### src/rtl/fwft_prefetch_ctrl_if.sv
// Read-side bundle of the FWFT prefetch adapter: upstream FIFO/RAM handshake plus consumer view.
interface fwft_prefetch_ctrl_if #(
  parameter int RWIDTH = 32,
  parameter int LVLW   = 4
);
  logic              fifo_empty;
  logic              fifo_aempty;
  logic              fifo_rd_en;
  logic [RWIDTH-1:0] fifo_dout;
  logic              rd_en;
  logic [RWIDTH-1:0] dout;
  logic              dvld;
  logic              empty;
  logic              aempty;
  logic [LVLW-1:0]   level;
  logic              underflow;

  modport slave (
    input  fifo_empty, fifo_aempty, fifo_dout, rd_en,
    output fifo_rd_en, dout, dvld, empty, aempty, level, underflow
  );

  modport master (
    output fifo_empty, fifo_aempty, fifo_dout, rd_en,
    input  fifo_rd_en, dout, dvld, empty, aempty, level, underflow
  );
endinterface

### src/rtl/fwft_prefetch_ctrl.sv
// First-word-fall-through read adapter: credit-limited prefetch from a pipelined RAM
// into a skid buffer feeding a registered output word.
module fwft_prefetch_ctrl #(
  parameter int RWIDTH    = 32,
  parameter int RD_LAT    = 1,
  parameter int BUF_DEPTH = 4,
  parameter int READ_LOW  = 0,
  parameter int AE_THR    = 1,
  parameter int LVLW      = 4
) (
  input  logic                pos_rclk,
  input  logic                aresetn_rclk,
  input  logic                sresetn_rclk,
  fwft_prefetch_ctrl_if.slave bus
);
  localparam int PW = (BUF_DEPTH > 1) ? $clog2(BUF_DEPTH) : 1;
  localparam int CW = LVLW + 2;
  localparam logic [PW-1:0]   PTR_ONE    = PW'(1'b1);
  localparam logic [PW:0]     CNT_ONE    = {{PW{1'b0}}, 1'b1};
  localparam logic [CW-1:0]   CREDIT_CAP = CW'(BUF_DEPTH + 1);
  localparam logic [LVLW-1:0] AE_LEVEL   = LVLW'(AE_THR);

  function automatic logic [CW-1:0] count_tags(input logic [RD_LAT-1:0] tags);
    logic [CW-1:0] n;
    n = {CW{1'b0}};
    for (int i = 0; i < RD_LAT; i++) begin
      n = n + {{(CW-1){1'b0}}, tags[i]};
    end
    return n;
  endfunction

  logic [RD_LAT-1:0] tag_r;
  logic [RWIDTH-1:0] mem_r [BUF_DEPTH];
  logic [PW-1:0]     wr_ptr_r;
  logic [PW-1:0]     rd_ptr_r;
  logic [PW:0]       buf_cnt_r;
  logic [RWIDTH-1:0] dout_r;
  logic              dvld_r;
  logic              empty_r;
  logic              underflow_r;
  logic [LVLW-1:0]   level_r;

  logic              re_p_s;
  logic              pop_s;
  logic              rd_req_s;
  logic              arrive_s;
  logic              buf_has_s;
  logic              load_s;
  logic              buf_rd_s;
  logic              buf_wr_s;
  logic              dvld_nxt_s;
  logic [CW-1:0]     credits_s;
  logic [PW:0]       buf_cnt_nxt_s;
  logic [LVLW-1:0]   level_nxt_s;

  // Per-cycle pop, credit and output-load decisions.
  always_comb begin
    if (READ_LOW != 0) begin
      re_p_s = ~bus.rd_en;
    end else begin
      re_p_s = bus.rd_en;
    end
    pop_s     = re_p_s & dvld_r;
    // A same-cycle pop returns its credit immediately so the pipe stays full under streaming.
    credits_s = count_tags(tag_r) + CW'(buf_cnt_r) + CW'(dvld_r) - CW'(pop_s);
    rd_req_s  = ~bus.fifo_empty & (credits_s < CREDIT_CAP);
    arrive_s  = tag_r[RD_LAT-1];
    buf_has_s = (buf_cnt_r != {(PW+1){1'b0}});
    load_s    = (~dvld_r | pop_s) & (buf_has_s | arrive_s);
    buf_rd_s  = load_s & buf_has_s;
    buf_wr_s  = arrive_s & ~(load_s & ~buf_has_s);
    if (load_s) begin
      dvld_nxt_s = 1'b1;
    end else if (pop_s) begin
      dvld_nxt_s = 1'b0;
    end else begin
      dvld_nxt_s = dvld_r;
    end
    if (buf_wr_s & ~buf_rd_s) begin
      buf_cnt_nxt_s = buf_cnt_r + CNT_ONE;
    end else if (buf_rd_s & ~buf_wr_s) begin
      buf_cnt_nxt_s = buf_cnt_r - CNT_ONE;
    end else begin
      buf_cnt_nxt_s = buf_cnt_r;
    end
    level_nxt_s = LVLW'(buf_cnt_nxt_s) + LVLW'(dvld_nxt_s);
  end

  // Return-path tags, skid pointers and the registered consumer outputs.
  always_ff @(posedge pos_rclk or negedge aresetn_rclk) begin
    if (!aresetn_rclk) begin
      tag_r       <= {RD_LAT{1'b0}};
      wr_ptr_r    <= {PW{1'b0}};
      rd_ptr_r    <= {PW{1'b0}};
      buf_cnt_r   <= {(PW+1){1'b0}};
      dout_r      <= {RWIDTH{1'b0}};
      dvld_r      <= 1'b0;
      empty_r     <= 1'b1;
      level_r     <= {LVLW{1'b0}};
      underflow_r <= 1'b0;
    end else if (!sresetn_rclk) begin
      tag_r       <= {RD_LAT{1'b0}};
      wr_ptr_r    <= {PW{1'b0}};
      rd_ptr_r    <= {PW{1'b0}};
      buf_cnt_r   <= {(PW+1){1'b0}};
      dout_r      <= {RWIDTH{1'b0}};
      dvld_r      <= 1'b0;
      empty_r     <= 1'b1;
      level_r     <= {LVLW{1'b0}};
      underflow_r <= 1'b0;
    end else begin
      tag_r[0] <= rd_req_s;
      for (int i = 1; i < RD_LAT; i++) begin
        tag_r[i] <= tag_r[i-1];
      end
      if (buf_wr_s) begin
        wr_ptr_r <= wr_ptr_r + PTR_ONE;
      end
      if (buf_rd_s) begin
        rd_ptr_r <= rd_ptr_r + PTR_ONE;
      end
      buf_cnt_r <= buf_cnt_nxt_s;
      if (load_s) begin
        dout_r <= buf_has_s ? mem_r[rd_ptr_r] : bus.fifo_dout;
      end
      dvld_r      <= dvld_nxt_s;
      empty_r     <= ~dvld_nxt_s;
      level_r     <= level_nxt_s;
      underflow_r <= re_p_s & ~dvld_r;
    end
  end

  // Skid storage needs no reset: only entries between the pointers are ever read.
  always_ff @(posedge pos_rclk) begin
    if (buf_wr_s) begin
      mem_r[wr_ptr_r] <= bus.fifo_dout;
    end
  end

  assign bus.fifo_rd_en = rd_req_s;
  assign bus.dout       = dout_r;
  assign bus.dvld       = dvld_r;
  assign bus.empty      = empty_r;
  assign bus.level      = level_r;
  assign bus.underflow  = underflow_r;
  assign bus.aempty     = bus.fifo_aempty | (level_r <= AE_LEVEL);

endmodule

### src/flat_wrapper.sv
// flat-port wrapper written by rule: the top's interface ports become plain ports
module fwft_prefetch_ctrl_flat 
#(
  parameter int RWIDTH    = 32,
  parameter int RD_LAT    = 1,
  parameter int BUF_DEPTH = 4,
  parameter int READ_LOW  = 0,
  parameter int AE_THR    = 1,
  parameter int LVLW      = 4
)
  (pos_rclk, aresetn_rclk, sresetn_rclk, bus_fifo_empty, bus_fifo_aempty, bus_fifo_dout, bus_rd_en, bus_fifo_rd_en, bus_dout, bus_dvld, bus_empty, bus_aempty, bus_level, bus_underflow);
  fwft_prefetch_ctrl_if #(.RWIDTH(RWIDTH), .LVLW(LVLW)) bus_i ();
  input  logic pos_rclk;
  input  logic aresetn_rclk;
  input  logic sresetn_rclk;
  input wire logic [$bits(bus_i.fifo_empty)-1:0] bus_fifo_empty;
  input wire logic [$bits(bus_i.fifo_aempty)-1:0] bus_fifo_aempty;
  input wire logic [$bits(bus_i.fifo_dout)-1:0] bus_fifo_dout;
  input wire logic [$bits(bus_i.rd_en)-1:0] bus_rd_en;
  output wire logic [$bits(bus_i.fifo_rd_en)-1:0] bus_fifo_rd_en;
  output wire logic [$bits(bus_i.dout)-1:0] bus_dout;
  output wire logic [$bits(bus_i.dvld)-1:0] bus_dvld;
  output wire logic [$bits(bus_i.empty)-1:0] bus_empty;
  output wire logic [$bits(bus_i.aempty)-1:0] bus_aempty;
  output wire logic [$bits(bus_i.level)-1:0] bus_level;
  output wire logic [$bits(bus_i.underflow)-1:0] bus_underflow;
  assign bus_i.fifo_empty = bus_fifo_empty;
  assign bus_i.fifo_aempty = bus_fifo_aempty;
  assign bus_i.fifo_dout = bus_fifo_dout;
  assign bus_i.rd_en = bus_rd_en;
  assign bus_fifo_rd_en = bus_i.fifo_rd_en;
  assign bus_dout = bus_i.dout;
  assign bus_dvld = bus_i.dvld;
  assign bus_empty = bus_i.empty;
  assign bus_aempty = bus_i.aempty;
  assign bus_level = bus_i.level;
  assign bus_underflow = bus_i.underflow;
  fwft_prefetch_ctrl #(.RWIDTH(RWIDTH), .RD_LAT(RD_LAT), .BUF_DEPTH(BUF_DEPTH), .READ_LOW(READ_LOW), .AE_THR(AE_THR), .LVLW(LVLW)) u_core (.pos_rclk(pos_rclk), .aresetn_rclk(aresetn_rclk), .sresetn_rclk(sresetn_rclk), .bus(bus_i));
endmodule
### config.mk
export PLATFORM = sky130hd
export DESIGN_NAME = fwft_prefetch_ctrl_flat
export DESIGN_NICKNAME = d
export VERILOG_FILES = /design/src/rtl/fwft_prefetch_ctrl_if.sv /design/src/rtl/fwft_prefetch_ctrl.sv /design/src/flat_wrapper.sv
export SDC_FILE = /design/constraint.sdc
export NUM_CORES = 1
export LEC_CHECK = 0
export BUFFER_PORTS_ARGS = -buffer_cell sky130_fd_sc_hd__clkbuf_2
export CAP_MARGIN = 20
export CORE_MARGIN = 2
export CORE_UTILIZATION = 52
export DETAILED_ROUTE_END_ITERATION = 12
export PLACE_DENSITY = 0.75
export SLEW_MARGIN = 20
export SYNTH_ARGS = -nofsm -noshare
export SYNTH_HDL_FRONTEND = slang
export SYNTH_SLANG_ARGS = --single-unit
### constraint.sdc
create_clock -name pos_rclk -period 2.5 [get_ports pos_rclk]
set_input_delay 0.125 -clock pos_rclk [delete_from_list [all_inputs] [get_ports pos_rclk]]
set_output_delay 0.125 -clock pos_rclk [all_outputs]
set_load 0.005 [all_outputs]
# ---- Word-level counts from Yosys, hierarchy flattened
# Memories as Yosys holds them, arrays and structs flattened.
# Index checks and enable logic that the tools add are counted.
dict set report totals {
  out_inout_bits 41
  wordCells 62
  ramBits 128
  ff_bits 47
  input_bits 38
  mem_count 1
}
# memory depth word_bits rd rd_ports_with_merged_regs wr line
set memory_table {}
lappend memory_table {u_core.mem_r 4 32 1 0 1 fwft_prefetch_ctrl.sv:33} ;# logic [RWIDTH-1:0] mem_r [BUF_DEPTH];
dict set report classes {
  order_cmp 2
  mux 19
  eq_ne 3
  reduce_logical 1
  n_bitwise 19
  addsub 8
}
# operator n
set ops {}
lappend ops {{$mux W32} 3}
lappend ops {{$and A1 B1 Y1} 9}
lappend ops {{$mux W3} 3}
lappend ops {{$mux W1} 8}
lappend ops {{$mux W2} 4}
lappend ops {{$not A1 Y1} 7}
lappend ops {{$add A6 B1 Y6} 1}
lappend ops {{$lt A6 B3 Y1 const B} 1}
lappend ops {{$ne A2 B1 Y1 const B} 3}
lappend ops {{$sub A6 B1 Y6} 1}
lappend ops {{$add A1 B3 Y4} 1}
lappend ops {{$add A2 B1 Y2 const B} 2}
lappend ops {{$add A3 B1 Y4} 1}
lappend ops {{$le A4 B1 Y1 const B} 1}
lappend ops {{$mux W4} 1}
lappend ops {{$add A3 B1 Y3 const B} 1}
lappend ops {{$or A1 B1 Y1} 3}
lappend ops {{$reduce_bool A3 Y1} 1}
lappend ops {{$sub A3 B1 Y3 const B} 1}

# ---- Longest topological paths before layout
dict set report logic_depth {
  ltp_word 12
  depth_mapped 11
  ltp_nobuf 10
}

# ---- Worst setup path before layout
# OpenSTA, ideal clock, no wires.
dict set report synth_path {
  path_type {register to register}
  startpoint {register u_core.buf_cnt_r[1]}
  endpoint {memory u_core.mem_r[1][0] (enable)}
  setup_slack_ns -0.095
  arrival_ns 2.203
  required_time_ns 2.108
  setup_ns 0.392
  period_less_slack_ns 2.595
  stages_incl_launch_ff 7
  n_path_buf 1
  cell_sequence {dfrtp_1 > clkbuf_1 > inv_1 > ha_1 > nor2b_1 > a21oi_1 > and2_1}
}
dict set report synth_via {
  elab_chain_len 8
  elab_cells_between_ends 9
  classes_between {mux: 2; bitwise: 6; reduce/logical: 1}
}
# element line
set synth_lines {}
lappend synth_lines {{start, declared} fwft_prefetch_ctrl.sv:36} ;# logic [PW:0] buf_cnt_r;
lappend synth_lines {{start signal, assigned} fwft_prefetch_ctrl.sv:95} ;# buf_cnt_r <= {(PW+1){1'b0}};
lappend synth_lines {{start signal, assigned} fwft_prefetch_ctrl.sv:105} ;# buf_cnt_r <= {(PW+1){1'b0}};
lappend synth_lines {{start signal, assigned} fwft_prefetch_ctrl.sv:122} ;# buf_cnt_r <= buf_cnt_nxt_s;
lappend synth_lines {{$reduce_bool A3 Y1 *} fwft_prefetch_ctrl.sv:68} ;# buf_has_s = (buf_cnt_r != {(PW+1){1'b0}});
lappend synth_lines {{$or A1 B1 Y1} fwft_prefetch_ctrl.sv:69} ;# load_s = (~dvld_r | pop_s) & (buf_has_s | arrive_s);
lappend synth_lines {{$and A1 B1 Y1} fwft_prefetch_ctrl.sv:69}
lappend synth_lines {{$and A1 B1 Y1 *} fwft_prefetch_ctrl.sv:71} ;# buf_wr_s = arrive_s & ~(load_s & ~buf_has_s);
lappend synth_lines {{$not A1 Y1 *} fwft_prefetch_ctrl.sv:71}
lappend synth_lines {{$and A1 B1 Y1 *} fwft_prefetch_ctrl.sv:71}
lappend synth_lines {{$mux W1 *} fwft_prefetch_ctrl.sv:135} ;# if (buf_wr_s) begin
lappend synth_lines {{$mux W1 (implied by the code) *} fwft_prefetch_ctrl.sv:136} ;# mem_r[wr_ptr_r] <= bus.fifo_dout;
lappend synth_lines {{end, declared} fwft_prefetch_ctrl.sv:33}
# Every way passes the cells marked *; elsewhere a longest branch is shown, timed or not.

# ---- Worst setup path after layout
dict set report layout_path {
  startpoint {register u_core.tag_r, in the netlist u_core.arrive_s}
  endpoint {output port bus_fifo_rd_en}
}
dict set report layout_via {
  elab_chain_len 5
}
# element line
set layout_lines {}
lappend layout_lines {{start, declared} fwft_prefetch_ctrl.sv:32} ;# logic [RD_LAT-1:0] tag_r;
lappend layout_lines {{start signal, assigned} fwft_prefetch_ctrl.sv:92} ;# tag_r <= {RD_LAT{1'b0}};
lappend layout_lines {{start signal, assigned} fwft_prefetch_ctrl.sv:102} ;# tag_r <= {RD_LAT{1'b0}};
lappend layout_lines {{start signal, assigned by index} fwft_prefetch_ctrl.sv:114} ;# tag_r[i] <= tag_r[i-1];
lappend layout_lines {{$add A1 B3 Y4} fwft_prefetch_ctrl.sv:65} ;# credits_s = count_tags(tag_r) + CW'(buf_cnt_r) + CW'(dvld_r) - CW'(pop_s);
lappend layout_lines {{$add A6 B1 Y6} fwft_prefetch_ctrl.sv:65}
lappend layout_lines {{$sub A6 B1 Y6} fwft_prefetch_ctrl.sv:65}
lappend layout_lines {{$lt A6 B3 Y1} fwft_prefetch_ctrl.sv:66} ;# rd_req_s = ~bus.fifo_empty & (credits_s < CREDIT_CAP);
lappend layout_lines {{$and A1 B1 Y1} fwft_prefetch_ctrl.sv:66}
lappend layout_lines {{end, declared} flat_wrapper.sv:20} ;# output wire logic [$bits(bus_i.fifo_rd_en)-1:0] bus_fifo_rd_en;
# Every way passes these cells.

==> summary.txt <==
Run status
  – Outcome: complete, but fails checks
  – Violated checks: setup timing

Finish
  – Final non-filler cell total: 718
  – Layout Area Growth over Synthesis: 24.1%
  – Fin nets: 583
  – Fin util: 66.6%
  – N_diodes: 0
  – Leading cell type in the layout, fill and taps excluded: edfxtp_1
  – Fin area: 0.00885 sq mm
  – Most frequent cells in the layout: edfxtp_1, clkbuf_2, dfrtp_1
  – Share of layout cells above drive strength 1: around a third
  – Filler cell count: 895

CTS
  – Num CTS Buffers: 17
  – Htree depth: 4
  – CTS clk-pin slew, worst paths: 0.07 ns
  – Clock root cell: clkbuf_16
  – CTS sink count: about 180
  – Buffers from clock root to sink, at most: 2
  – CTS tree: yes
  – Clock Latency Late Sink: 0.42 ns

Routing
  – Post-route DRC: 0
  – Routed vias: 4,053
  – Vias per Instance: 5.64
  – Wire length on met3: 837 microns
  – Wire length per cell: about 19 microns
  – Pre-antenna DRT Iters: 4
  – M1 WL: 5.66 mm
  – Initial drt markers: 284
  – Routed Wire Length: 13.9 mm
  – Met2 routed WL: 7.27 mm
  – Routed Antenna Nets: 0
  – Uppermost routed layer: met4

Logic synthesis
  – Largest family of logic cells by synthesized area: multiplexers
  – Share of the synthesized area in the top cell type: 53.9%
  – Sequential-to-total area share from yosys stat: 70.4%
  – Synth area leader: edfxtp_1
  – Cells after Synth: 392
  – Synth warn: 0
  – Flops & latches, synth: between 150 and 200
  – Distinct cell type count after synthesis: 43
  – Syn avg cell area: 18.2 sq um
  – Simple-Gate Fraction of Synth Area: 6.31%
  – Post-synthesis mux area share: 10.5%
  – Top cells by area, synth: edfxtp_1, dfrtp_1, mux4_2
  – Complex-gate fraction of the synthesized area: 6.37%
  – Xor/xnor cell area share of the yosys netlist: less than 1%
  – Syn Std Cell Area: 0.00713 sq mm
  – Post-Synth Adder-Cell Area: 2.91%

GRT
  – Largest net degree at the start of global routing: 33
  – Overflow after GRT: 0
  – Number of global-route vias before repair: around 4.2k
  – Initial antenna violation count: 0
  – Global-route wire length before repair: about 22 mm
  – GRT Util Overall: 20.6%

Timing
  – Final Skew: between 0.009 and 0.01 ns
  – Hold Slack: 0.0431 ns
  – Final hold violation count: 0
  – Slew Limit Fails: 0
  – Max Fclk: around 0.40 GHz
  – Final setup fails: 1
  – Post-route setup slack: -0.00931 ns
  – Tcrit/Tclk final: 100%
  – Unrepaired setup endpoints after global routing: true
  – Fin crit period: 2.51 ns

Placement
  – I/O Buffers: between 70 and 80
  – Placed Area: 0.00785 sq mm
  – GPL Wtd Cong: about 0.85
  – Post-Place Cells: 647
  – Hpwl dp: 8.78 mm

Floorplanning
  – I/O pin total: 79
  – Core area: between 0.01 and 0.015 sq mm
  – Die Y: 121 microns
  – Cell Rows: 42
  – DIE AREA: 0.0147 sq mm
  – Chip width: about 120 microns
  – Initial Util: a little over half

Hold path
  – Worst hold stages: 3
  – Worst hold path startpoint: sresetn_rclk
  – Hold Crit Class: in2reg
  – WHS Endpoint: u_core.bus.underflow

Setup path
  – Largest fanout on the critical path: 3
  – Critical Path AT: between 2 and 2.5 ns
  – R2R Setup Slk: 0.20 ns
  – WP data required: between 2 and 2.5 ns
  – CP startpoint kind: flop
  – R2R Path End: u_core.bus.level[2]
  – R2R cell count: 10
  – Critical path class: reg2out
  – Worst Setup End Kind: output port
  – FF-to-FF Start: u_core.buf_cnt_r[1]

Job
  – Max-Cap Viols: 0

Pwr
  – Power Density: 1020 mW/mm^2
  – Peak supply drop: 0.608 mV
  – Pwr Total: 9.05 mW
  – Leakage: approximately 3.4 nW
==> worst max-delay path: stages (launching register included) <==
cell and delay [ns]:
dfrtp_1 0.40, ha_2 0.30, ha_4 0.17, fa_2 0.51, o22ai_1 0.06, a21oi_1 0.18
nor3_2 0.07, and3b_1 0.16, clkbuf_2 0.10
==> through the flow <==
stage	TNS [ns]	worst slack (ns)
after floorplan	0	0.228
after global placement	0	0.292
after detailed placement	0	0.267
after CTS	-0.0482	-0.0482
after global routing	-0.143	-0.143
final	-0.00931	-0.00931
==> logic make-up (layout without fill, tap and decap cells) <==
logic type	Yosys count	count (layout)
fa+ha+maj	16	16
simple gates	77	77
flops	175	175
compound gates	53	53
buf+inv	31	180
xor+xnor	5	5
mux	34	34
other cells	1	2
==> worst max path at each step <==
| stage | start | end | slack, ns | depth (start not counted) |
|---|---|---|---|---|
| floorplan | u_core.buf_cnt_r[1] | u_core.mem_r[0][0] | 0.23 | 6 |
| global placement | u_core.buf_cnt_r[0] | bus_fifo_rd_en | 0.29 | 9 |
| detailed placement | u_core.buf_cnt_r[0] | bus_fifo_rd_en | 0.27 | 9 |
| CTS | u_core.buf_cnt_r[0] | bus_fifo_rd_en | -0.05 | 8 |
| global route | u_core.buf_cnt_r[0] | bus_fifo_rd_en | -0.14 | 8 |
| finish | u_core.arrive_s | bus_fifo_rd_en | -0.009 | 8 |
==> per-layer routing <==
layer,up-vias,track usage [%]
li1,1831,-
met1,2080,26.3
met2,129,35.2
met3,13,5.31
met4,0,5.67
met5,-,0
==> layout make-up <==
class / instances / area (sq um) / area share [%]
clock buffer: 18 / 429 / 4.85
clock inverter: 14 / 136 / 1.54
inverter: 10 / 37.5 / 0.424
multi-input combinational: 187 / 1990 / 22.5
sequential: 175 / 5020 / 56.7
tap: 176 / 220 / 2.49
timing repair buffer: 138 / 1010 / 11.4
==> Yosys cell counts <==
cell type,number
or2_2,1
o221a_2,1
and2_1,6
a21oi_1,11
nor2_1,10
ha_1,15
o22ai_1,1
conb_1,1
fa_1,1
edfxtp_1,128
o211a_1,1
xor2_1,3
nand2b_2,1
mux2i_1,2
nand4b_1,1
nand3_1,5
mux4_2,30
buf_12,3
nand2b_1,4
mux4_1,2
dfstp_2,1
or2_1,1
and3_1,1
nor4_2,1
a21o_1,1
a22oi_1,1
buf_6,1
o21ai_1,1
nand2_1,4
xnor2_1,2
buf_4,5
and4b_1,1
o21a_1,3
and3b_1,1
dfrtp_1,46
inv_1,7
clkbuf_1,2
a221oi_1,1
a221o_1,32
nor3_1,6
buf_2,10
nor2b_1,34
inv_2,3
==> flip-flops by register name, indices dropped and copies added (netlist names) <==
signal and cells:
u_core.mem_r 128, u_core.bus.dout 32, u_core.bus.level 4, u_core.buf_cnt_r 3, u_core.rd_ptr_r 2, u_core.wr_ptr_r 2, u_core.arrive_s 1, u_core.bus.dvld 1
u_core.bus.empty 1, u_core.bus.underflow 1
==> what timing repair did <==
item / 4_1_cts / 5_1_grt
buffers inserted: 5 / 0
gates resized for setup: 9 / 3
setup endpoints to repair: 1 / 1
hold endpoints to repair: 169 / 0
hold buffers: 34 / 0
pin swaps: 3 / 1
==> where the power goes <==
| part | internal [mW] | switching (mW) | total, mW | leakage, nW |
|---|---|---|---|---|
| Clock | 1.39 | 1.12 | 2.50 | 0.267 |
| Sequential | 3.52 | 0.300 | 3.82 | 1.77 |
| Combinational | 1.42 | 1.30 | 2.72 | 1.35 |
(Power assumes the default switching activity.)
